File: src/rtl/led_pattern_recorder.sv
// LED pattern recorder: arms for ARM_TICKS ticks, then captures sw once per tick into a
// DEPTH-step memory until stopped or full. Optional build macro REC_DEDUP_EN skips repeated steps.
module led_pattern_recorder #(
  parameter int DEPTH     = 44,
  parameter int ARM_TICKS = 20
) (
  input  logic       clk_01hz,
  input  logic       reset,
  input  logic       rec_start,
  input  logic       rec_stop,
  input  logic [9:0] sw,
  input  logic [5:0] rd_addr,
  output logic [9:0] rd_data,
  output logic [5:0] length,
  output logic       busy,
  output logic       full,
  output logic       done,
  output logic [3:0] take_count,
  output logic [9:0] mon_leds
);

  typedef enum logic [1:0] {IDLE, ARM, REC, DONE} state_t;

  localparam logic [5:0] ARM_LAST   = 6'(ARM_TICKS - 1);
  localparam logic [5:0] DEPTH_LAST = 6'(DEPTH - 1);

  state_t     state, state_next;
  logic [5:0] arm_cnt;
  logic [5:0] wr_ptr;
  logic [9:0] last_sw;
  logic       do_write;
  logic       capture_ok;
  logic [9:0] mem [0:DEPTH-1];

`ifdef REC_DEDUP_EN
  assign capture_ok = (wr_ptr == 6'd0) || (sw != last_sw);
`else
  assign capture_ok = 1'b1;
`endif

  always_ff @(posedge clk_01hz or posedge reset) begin
    if (reset) state <= IDLE;
    else       state <= state_next;
  end

  // Stop wins over capture; a write into the last slot ends the take as full.
  always_comb begin
    state_next = state;
    do_write   = 1'b0;
    case (state)
      IDLE: if (rec_start) state_next = ARM;
      ARM: begin
        if (rec_stop)                 state_next = IDLE;
        else if (arm_cnt == ARM_LAST) state_next = REC;
      end
      REC: begin
        if (rec_stop) begin
          state_next = DONE;
        end else if (capture_ok) begin
          do_write = 1'b1;
          if (wr_ptr == DEPTH_LAST) state_next = DONE;
        end
      end
      DONE:    state_next = IDLE;
      default: state_next = IDLE;
    endcase
  end

  always_ff @(posedge clk_01hz or posedge reset) begin
    if (reset) begin
      arm_cnt    <= '0;
      wr_ptr     <= '0;
      length     <= '0;
      full       <= 1'b0;
      take_count <= '0;
      last_sw    <= '0;
    end else begin
      if (state == IDLE && rec_start) begin
        arm_cnt <= '0;
        wr_ptr  <= '0;
        length  <= '0;
        full    <= 1'b0;
      end
      if (state == ARM) arm_cnt <= arm_cnt + 6'd1;
      if (do_write) begin
        wr_ptr  <= wr_ptr + 6'd1;
        length  <= wr_ptr + 6'd1;
        last_sw <= sw;
        if (wr_ptr == DEPTH_LAST) full <= 1'b1;
      end
      // Counted on entry to DONE so the digit changes together with the done pulse.
      if (state == REC && state_next == DONE)
        take_count <= (take_count == 4'd9) ? 4'd0 : take_count + 4'd1;
    end
  end

  always_ff @(posedge clk_01hz) begin
    if (do_write) mem[wr_ptr] <= sw;
  end

  assign rd_data  = (rd_addr < length) ? mem[rd_addr] : 10'b0;
  assign busy     = (state == ARM) || (state == REC);
  assign done     = (state == DONE);
  assign mon_leds = (state == REC) ? sw : 10'b0;

endmodule
File: config.mk
export PLATFORM = sky130hd
export DESIGN_NAME = led_pattern_recorder
export DESIGN_NICKNAME = d
export VERILOG_FILES = /design/src/rtl/led_pattern_recorder.sv
export SDC_FILE = /design/constraint.sdc
export NUM_CORES = 1
export LEC_CHECK = 0
export BUFFER_PORTS_ARGS = -buffer_cell sky130_fd_sc_hd__buf_4
export CORE_AREA = 2 2 242 197
export CTS_CLUSTER_SIZE = 10
export DETAILED_ROUTE_END_ITERATION = 7
export DIE_AREA = 0 0 244 199
export HOLD_SLACK_MARGIN = 0.08
export PLACE_DENSITY_LB_ADDON = 0.08
export RECOVER_POWER = 50
export SLEW_MARGIN = 20
export SYNTH_ARGS = -nofsm -noshare
export SYNTH_HDL_FRONTEND = slang
export SYNTH_SLANG_ARGS = --single-unit
File: constraint.sdc
create_clock -name clk_01hz -period 3.2 [get_ports clk_01hz]
set_clock_uncertainty 0.2 [all_clocks]
set_input_delay 0 -clock clk_01hz [delete_from_list [all_inputs] [get_ports clk_01hz]]
set_output_delay 0 -clock clk_01hz [all_outputs]
set_load 0.01 [all_outputs]
==> summary.md, run 1 <==
| Metric | Value |
|---|---|
| Final GP Congestion | `0.7757` |
| Max-slew headroom | `-60.08%` |
| Port bufs | `52` |
| Post-CTS setup repair buffer count | `0` |
| Worst R2R Path Depth | `6` |
| Final Max Slew Viols | `415` |
| Top cells by count, synth | `edfxtp_1, mux4_2, nor2_1, o22ai_1, nand2_1` |
| Syn_area_per_cell | `20.24 sq um` |
| Synthesized net count | `935` |
| Area Growth Syn to Fin | `15.92%` |
| Asr flop ratio synth | `4.139%` |
| Number of setup violations in the final report | `0` |
| CP required | `3000 ps` |
| NetSw | `0.002782 W` |
| Starting DRC count in detailed routing | `729` |
| Reg2Reg Setup Slack | `600 ps` |
| CP peak stage delay | `570 ps` |
| Pin count of the biggest net entering global routing | `51` |
| Worst-Skew Late Latency | `590 ps` |
| Max cap viols | `9` |
| Starting density of the core | `39.45%` |
| Cell Int Power | `0.009962 W` |
| Yosys warning total | `0` |
| Crit. End Element | `output port` |
| Gate Count Post-Synth | `902` |
| Crit path time final | `2952 ps` |
| Critical path, cell by cell | `mux4_2 -> nor2b_1 -> a2111oi_0 -> buf_4 -> o41a_1 -> a21oi_1 -> buf_4` |
| Die Y | `199 microns` |
| CTS Sinks | `459` |
| Worst Setup SP | `mem[4][8]` |
| Ys flop type | `edfxtp_1` |
| Core Area | `46280 sq um` |
| Cell repeated most along the worst path | `buf_4` |
| Leak Pwr | `6.862 nW` |
| Horiz. Die Dim | `244 microns` |
| Area contributors post-synth | `edfxtp_1, mux4_2, dfrtp_1` |
| Post-route DRC | `0` |
| Hold Vio Cnt, Final | `0` |
| Cell taking the most area after synthesis | `edfxtp_1` |
| Hold Crit Start | `rec_start` |
| DR pass1 iterations | `5` |
| Hold Path Class | `input port to flip-flop` |
| Post-synth EDFFs | `440` |
| FF+latch count, synth | `459` |
| Setup TNS | `0 ps` |
| Switching portion of total power | `21.83%` |
| Actual slew at the worst max-slew pin | `2401 ps` |
| Tot GR Track Use | `18.90%` |
| Area after DPL | `19640 sq um` |
| Fin crit share | `92.24%` |
| Cell area after layout | `21160 sq um` |
| Hpwl dp | `27500 microns` |
| Nets | `1078` |
| Layout cells sized above 1 | `25.19%` |
| Gr ovfl total | `0` |
| Crit path launch type | `flip-flop` |
| Critical path type | `flip-flop to output port` |
| Post-synth cell types | `54` |
| Die area | `48560 sq um` |
| Reg power frac | `52.3%` |
| Routed WL | `44690 microns` |
| Routed len/inst | `26.40 microns` |
| Failing checks | `max-capacitance violations, max-slew violations` |
| First-pass GRT wire length | `65600 microns` |
| Worst Slack Setup Final | `248.2 ps` |
| Rows | `71` |
| Combinational share of power | `6.5%` |
| Crit path DAT | `2750 ps` |
| DR vias | `9202` |
| Count leader, synth | `edfxtp_1` |
| Endpoint of the lowest-slack register-to-register path | `mem[39][3]` |
| Num CTS Buffers | `52` |
| Vias in the first global route | `9259` |
| Clock power share | `41.2%` |
| Max Root-Sink Buffers | `3` |
| Pwr Density | `602.2 nW/um^2` |
| Max H-tree Level | `2` |
| Vias per cell | `5.435` |
| Clk pin slew, worst setup/hold paths | `60 ps` |
| Unrepaired setup endpoints after global routing | `no` |
| Clk root buf | `clkbuf_16` |
| Hold path depth | `5` |
| Remaining antenna violation count | `0` |
| Status | `finished with violations` |
| Post-synth top area share | `72.37%` |
| CP max-delay cell | `a2111oi_0` |
| Seq/Total Area, Yosys | `74.97%` |
| FMAX | `338.8 MHz` |
| Cell area after synthesis | `18260 sq um` |
| Critical Path Fanout Max | `1` |
| Initial antenna violation count | `0` |
| Top Ports | `53` |
| Worst Hold End | `length[0]` |
| Maximum vdd drop | `0.0003797 V` |
| R2R Path Start | `state[0]` |
| Dpl ws | `504.6 ps` |
| CTS tree | `done` |
sequential cells by signal, indices dropped and copies added (netlist names):
signal and flops:
arm_cnt 6, length 6, state 2, mem 440, full 1, take_count 4
worst max-delay path by stage:
stage / endpoint / slack (ps) / cells past startpoint
2_1_floorplan: mem[31][0] / 700 / 6
3_3_place_gp: rd_data[7] / 520 / 9
3_5_place_dp: rd_data[7] / 500 / 9
4_1_cts: rd_data[8] / 230 / 7
5_1_grt: mon_leds[3] / 70 / 4
6_report: rd_data[8] / 250 / 7
critical path: cells and delay by family (launching register included):
kind,cells,cell delay [ps]
AOI/OAI and AO/OA,3,790
muxes,1,460
buffers and inverters,2,410
DFF,1,360
and+or+nand+nor,1,150
layout make-up:
type | instances | area [sq um]
Antenna cell | 1 | 2.502
Timing Repair Buffer | 131 | 992.2
Clock inverter | 4 | 26.28
Fill cell | 3961 | 25120
Tap cell | 620 | 775.7
Multi-Input combinational cell | 389 | 4218
Sequential cell | 459 | 13690
Clock buffer | 77 | 1416
Inverter | 12 | 45.04
metal layers:
metal  GRT usage (%)  vias up  wire length (microns)
li1                -     3997                      -
met1           29.16     4902                  21490
met2           27.38      238                  19840
met3           3.481       65                   2459
met4           5.375        0                    894
met5               0        -                      0
stage by stage:
| stage | cells | utilization (%) | hold slack, ps | power (W) |
|---|---|---|---|---|
| floorplan | 902 | - | -248.9 | 0.007262 |
| global placement | 1596 | 42.44 | 4.141 | 0.007603 |
| detailed placement | 1596 | 42.44 | 13.39 | 0.007607 |
| CTS | 1692 | 45.89 | 159.2 | 0.01290 |
| global route | 1692 | 45.72 | 228.7 | 0.01320 |
| finish | 1693 | 45.73 | 205.6 | 0.01274 |
power groups by stage:
stage,Sequential [W],Clock [W],Combinational (W)
final,0.00667,0.00525,0.000825
after global routing,0.00667,0.00563,0.000902
after CTS,0.00666,0.00540,0.000844
after detailed placement,0.00678,0,0.000827
after global placement,0.00678,0,0.000824
after floorplan,0.00677,0,0.000491
repair_timing:
item | 4_1_cts | 5_1_grt
hold buffers | 15 | 0
setup endpoints to repair | 1 | 0
resized for setup | 1 | 0
endpoints found under the hold margin | 479 | 0
cell usage in the layout (no fill, tap or decap), types with 3 or more instances in the layout:
master / instances
nand2b_1: 7
nand2_1: 28
nor2_1: 53
inv_1: 12
edfxtp_1: 440
nand3b_1: 3
o21ai_0: 21
clkbuf_16: 53
nor3_1: 3
xnor2_1: 3
nor2b_1: 5
mux2i_1: 19
clkbuf_1: 45
buf_12: 4
o22ai_1: 39
ha_1: 13
buf_4: 90
mux4_1: 3
dfrtp_1: 19
a21oi_1: 16
mux2_2: 6
mux4_2: 107
nor4_1: 9
and2_1: 10
nand3_1: 15
dlygate4sd3_1: 15
cells by family (layout without fill, tap and decap cells):
| group | count (synthesis) | count (layout) | synth area share [%] |
|---|---|---|---|
| DFF | 459 | 459 | 74.97 |
| and+or+nand+nor | 147 | 147 | 3.940 |
| muxes | 135 | 135 | 15.04 |
| AOI/OAI and AO/OA | 90 | 90 | 3.015 |
| buffers and inverters | 54 | 224 | 1.946 |
| adders and majority gates | 13 | 13 | 0.8909 |
| xor gates and xnor gates | 4 | 4 | 0.1919 |
| other | 0 | 1 | 0 |
(Power assumes the default switching activity.)
==> inputs of run 2 (changes only) <==
--- a/config.mk
+++ b/config.mk
@@ -6,12 +6,12 @@
 export NUM_CORES = 1
 export LEC_CHECK = 0
 export BUFFER_PORTS_ARGS = -buffer_cell sky130_fd_sc_hd__buf_4
-export CORE_AREA = 2 2 242 197
+export CORE_AREA = 2 2 195 159
 export CTS_CLUSTER_SIZE = 10
 export DETAILED_ROUTE_END_ITERATION = 7
-export DIE_AREA = 0 0 244 199
+export DIE_AREA = 0 0 197 161
 export HOLD_SLACK_MARGIN = 0.08
-export PLACE_DENSITY_LB_ADDON = 0.08
+export PLACE_DENSITY = 0.76
 export RECOVER_POWER = 50
 export SLEW_MARGIN = 20
 export SYNTH_ARGS = -nofsm -noshare
==> run 2 against run 1 <==
  * The flow still finishes with violations (max-capacitance violations, max-slew violations)
  * First-iteration DRC count grew 60%
  * Combinational power shrank 4.8%
  * Cell count shrank 16%
  * Count of clock-buffer cells in the layout shrank 14
  * Non-clock buffer count shrank 7
  * Final area shrank 2.1%
  * Register-to-register slack lost 180 ps
  * Sequential power is essentially flat
  * Largest power group unchanged
  * Critical endpoint is now rd_data[4]
  * Hold slack gained 29 ps
  * Global-route usage grew 8.1 points
  * Worst setup slack lost 25 ps
==> summary.md, run 2 (synthesis gave the netlist of run 1 again) <==
| Metric | Value |
|---|---|
| Multi-input logic area | `4218 sq um` |
| Nets | `1070` |
| Worst-Skew Late Latency | `560 ps` |
| CTS tree | `done` |
| Starting DRC count in detailed routing | `1164` |
| Crit path launch type | `flip-flop` |
| Tot GR Track Use | `27.02%` |
| Crit path time final | `2977 ps` |
| Post-route DRC | `0` |
| Number of flip-flops under the largest register name | `440` |
| DR vias | `9482` |
| Grt met1 use | `40.04%` |
| Crit path DAT | `2780 ps` |
| Hold path depth | `5` |
| Post-CTS setup repair buffer count | `0` |
| Max H-tree Level | `2` |
| Power, Total | `0.01247 W` |
| First-pass GRT wire length | `61510 microns` |
| Leak Pwr | `6.789 nW` |
| Antenna diode count | `0` |
| Layout cells sized above 1 | `24.74%` |
| Commonest non-fill, non-tap cell in the layout | `edfxtp_1` |
| Top reg by flops | `mem` |
| GR Util met2 | `41.09%` |
| Port bufs | `52` |
| Sequential Area | `13690 sq um` |
| Maximum vdd drop | `0.0005286 V` |
| Status | `finished with violations` |
| Vias per cell | `6.631` |
| Most frequent cells in the layout | `edfxtp_1, mux4_2, buf_4, nor2_1, clkbuf_16` |
| Max-slew headroom | `-54.51%` |
| FMAX | `335.9 MHz` |
| Starting density of the core | `61.24%` |
| Remaining antenna violation count | `0` |
| Max cap viols | `10` |
| Rows | `57` |
| Die area | `31720 sq um` |
| Largest regs | `mem x440, arm_cnt x6, length x6` |
| Busiest layer in global routing | `met2` |
| Actual slew at the worst max-slew pin | `2318 ps` |
| Vias in the first global route | `9426` |
| Worst hold slack | `234.9 ps` |
| Top Ports | `53` |
| Gr ovfl total | `0` |
| Hold Vio Cnt, Final | `0` |
| Pin count of the biggest net entering global routing | `46` |
| Area Growth Syn to Fin | `13.47%` |
| Final cell count without fillers | `1430` |
| Hpwl dp | `24560 microns` |
| Core Area | `29810 sq um` |
| Final Max Slew Viols | `460` |
| Crit. End Element | `output port` |
| Final GP Congestion | `0.8993` |
| Final Util | `69.50%` |
| Routed WL | `41160 microns` |
| Die Y | `161 microns` |
| Placed cells | `1352` |
| Met3 usage | `6.411%` |
| Clk root buf | `clkbuf_16` |
| Number of setup violations in the final report | `0` |
| Clk pin slew, worst setup/hold paths | `50 ps` |
| Hold Path Class | `input port to flip-flop` |
| Horiz. Die Dim | `197 microns` |
| CP required | `3000 ps` |
| DR pass1 iterations | `7` |
| Fill cell count | `1812` |
| Critical Path Fanout Max | `10` |
| Fin crit share | `93.03%` |
| Num CTS Buffers | `51` |
| CTS Sinks | `459` |
| Initial antenna violation count | `0` |
| Worst R2R Path Depth | `6` |
| Routed len/inst | `28.78 microns` |
| Setup TNS | `0 ps` |
| Max Root-Sink Buffers | `3` |
| Pwr Density | `601.8 nW/um^2` |
| Critical path type | `flip-flop to output port` |
| Unrepaired setup endpoints after global routing | `no` |
| Failing checks | `max-capacitance violations, max-slew violations` |
## run 2: cell types whose count changed in the layout (fill, tap and decap cells not counted), sizes merged
cell	delta
clkinv	-2
inv	-2
buf	-8
diode	-1
clkbuf	-13
## run 2: critical path: stages (launching register included)
cell     delay (ps)
dfrtp_1         500
inv_1           110
ha_1            290
a21o_1          150
a21oi_1         290
o21ai_2         230
a21oi_1         440
buf_4           200
## run 2: power by group
group / internal, W / switching (W)
clock network: 0.00293 / 0.00208
registers: 0.00663 / 0.0000462
logic: 0.000313 / 0.000472
total: 0.00987 / 0.00260
## run 2: repair_timing
item / CTS / global route
setup endpoints to repair: 0 / 3
resized for setup: 0 / 1
hold buffers: 15 / 0
hold endpoints to repair: 478 / 0
## run 2: final cells by class
class,instances,area share (%)
well taps,383,2.313
multi-input cells,389,20.36
inverters,12,0.2174
flip-flops and latches,459,66.07
clock buffers,63,6.583
repair buffers,124,4.457
## run 2: final timing paths
kind / start / to / slack, ps
worst max-delay path: length[1] / rd_data[4] / 220
worst min-delay path: rec_start / arm_cnt[1] / 230
worst max register to register: state[0] / mem[23][1] / 420
worst min register to register: arm_cnt[5] / arm_cnt[5] / 270
max in group asynchronous: reset / arm_cnt[2] / 1770
min in group asynchronous: reset / length[2] / 530
## run 2: routing by layer
metal | up-vias | share of wire [%]
li1 | 3961 | -
met4 | 0 | 2.7
met1 | 4912 | 41
met2 | 535 | 47
met3 | 74 | 9.6
met5 | - | 0
## run 2: per-stage QoR
stage | cell area [sq um] | setup slack, ps
global placement | 19280 | 597.4
global route | 20720 | 69.11
floorplan | 18260 | 699.4
finish | 20720 | 223.0
detailed placement | 19280 | 510.9
CTS | 20800 | 160.3
==> inputs of run 3 (changes only) <==
==> constraint.sdc (replaced) <==
create_clock -name clk_01hz -period 3.3 [get_ports clk_01hz]
set_clock_uncertainty 0.2 [all_clocks]
set_input_delay 0 -clock clk_01hz [delete_from_list [all_inputs] [get_ports clk_01hz]]
set_output_delay 0 -clock clk_01hz [all_outputs]
set_load 0.01 [all_outputs]
==> run 3 against run 2 <==
  * The run still ends with max-capacitance violations, max-slew violations left
  * Critical path depth unchanged
  * Clock power fell by 3%
  * Count of clock-buffer cells in the layout increased by 2
  * Sequential share of layout area about the same
==> summary.md, run 3 (synthesis gave the netlist of run 1 again) <==
| Metric | Value |
|---|---|
| Final Max Slew Viols | `460` |
| Maximum vdd drop | `0.0004234 V` |
| Die Y | `161 microns` |
| CTS hold repair buffers | `15` |
| Crit path time final | `3103 ps` |
| Port bufs | `52` |
| Top Ports | `53` |
| Commonest non-fill, non-tap cell in the layout | `edfxtp_1` |
| Horiz. Die Dim | `197 microns` |
| Layout cells sized above 1 | `24.45%` |
| Area after DPL | `19280 sq um` |
| Starting density of the core | `61.24%` |
| CTS Sinks | `459` |
| First-pass GRT wire length | `61050 microns` |
| CTS tree | `done` |
| Clk root buf | `clkbuf_16` |
| Failing checks | `max-capacitance violations, max-slew violations` |
| Initial antenna violation count | `0` |
| Routed len/inst | `28.57 microns` |
| Number of setup violations in the final report | `0` |
| FMAX | `322.2 MHz` |
| Vias per cell | `6.534` |
| Final Util | `69.50%` |
| Critical path, cell by cell | `inv_1 -> ha_1 -> a21o_1 -> a21oi_1 -> o21ai_1 -> a21oi_1 -> buf_4` |
| Die area | `31720 sq um` |
| Top reg by flops | `mem` |
| Remaining antenna violation count | `0` |
| Crit path DAT | `2900 ps` |
| Unrepaired setup endpoints after global routing | `no` |
| Hpwl dp | `24510 microns` |
| Number of flip-flops under the largest register name | `440` |
| Post-cts resize count | `0` |
| Num CTS Buffers | `51` |
| Critical Path Fanout Max | `10` |
| Critical path type | `flip-flop to output port` |
| Leak Pwr | `6.786 nW` |
| Worst-Skew Late Latency | `550 ps` |
| Most frequent cells in the layout | `edfxtp_1, mux4_2, buf_4, nor2_1, clkbuf_16` |
| Vias in the first global route | `9553` |
| Max cap viols | `10` |
| Cell area after layout | `20720 sq um` |
| Fin crit share | `94.04%` |
| Setup TNS | `0 ps` |
| Crit. End Element | `output port` |
| Nets | `1068` |
| Largest regs | `mem x440, arm_cnt x6, length x6` |
| Post-route DRC | `0` |
| Placed cells | `1350` |
| Area Growth Syn to Fin | `13.48%` |
| CP max-delay cell | `o21ai_1` |
| DR pass1 iterations | `5` |
| Actual slew at the worst max-slew pin | `2389 ps` |
| Worst Slack Setup Final | `196.8 ps` |
| Antenna diode count | `0` |
| DR vias | `9344` |
| Hold Path Class | `input port to flip-flop` |
| Pwr Density | `583.9 nW/um^2` |
| Post-CTS setup repair buffer count | `0` |
| CP peak stage delay | `810 ps` |
| Gr ovfl total | `0` |
| Cell repeated most along the worst path | `a21oi_1` |
| Final cell count without fillers | `1430` |
| Rows | `57` |
| Status | `finished with violations` |
| Crit path launch type | `flip-flop` |
| CP required | `3100 ps` |
| Max H-tree Level | `2` |
| Max-slew headroom | `-59.27%` |
| Fill cell count | `1844` |
| Routed WL | `40850 microns` |
| Starting DRC count in detailed routing | `1100` |
| Pin count of the biggest net entering global routing | `46` |
| Tot GR Track Use | `26.78%` |
| Clk pin slew, worst setup/hold paths | `60 ps` |
| Hold Vio Cnt, Final | `0` |
| Dpl ws | `719.8 ps` |
| Core Area | `29810 sq um` |
| Max Root-Sink Buffers | `3` |
| Final GP Congestion | `0.8310` |
## run 3: cell types whose count changed in the layout (fill, tap and decap cells not counted)
cell / previous run / this run
o21ai_1: 0 / 1
buf_12: 3 / 4
clkbuf_1: 32 / 34
o21ai_2: 1 / 0
buf_4: 83 / 80
## run 3: final timing paths
check                                start             to  slack [ps]  depth (start not counted)
max in group asynchronous            reset      length[1]        1880                          4
worst min register to register  arm_cnt[5]     arm_cnt[5]         280                          1
worst max-delay path             length[1]     rd_data[5]         200                          7
min in group asynchronous            reset  take_count[0]         520                          4
worst max register to register    state[0]     mem[27][9]         610                          7
worst min-delay path             rec_start     arm_cnt[1]         240                          5
## run 3: layer usage
metal	wire [microns]	track usage (%)	vias up
met1	16550	40.59	4817
met2	18730	39.29	496
met5	0	0	-
met3	4555	7.100	67
met4	1020	7.895	0
li1	-	-	3964
## run 3: cell type report
class | instances | area [sq um] | area share, %
multi-input combinational | 389 | 4214 | 20.34
inverter | 12 | 45.04 | 0.2174
clock buffer | 65 | 1371 | 6.619
timing repair buffer | 122 | 920.9 | 4.445
sequential | 459 | 13690 | 66.07
tap | 383 | 479.2 | 2.313
## run 3: through the flow
step	power [W]	hold WS [ps]
after global placement	0.007303	-6.635
after floorplan	0.007042	-248.9
after detailed placement	0.007324	-13.12
final	0.01210	244.5
after CTS	0.01216	225.9
after global routing	0.01248	253.4
## run 3: where the power goes
group | switching [W] | internal, W | total, W
sequential | 0.0000415 | 0.00643 | 0.00647
combinational | 0.000461 | 0.000302 | 0.000763
clock | 0.00202 | 0.00285 | 0.00487
total | 0.00252 | 0.00958 | 0.0121
## run 3: critical path: cells and delay by family, from the launching register on
| family | cells | cell delay, ps |
|---|---|---|
| AO/OA/AOI/OAI | 4 | 1270 |
| flip-flops | 1 | 490 |
| adder cells (fa/ha/maj) | 1 | 280 |
| buffers and inverters | 2 | 310 |
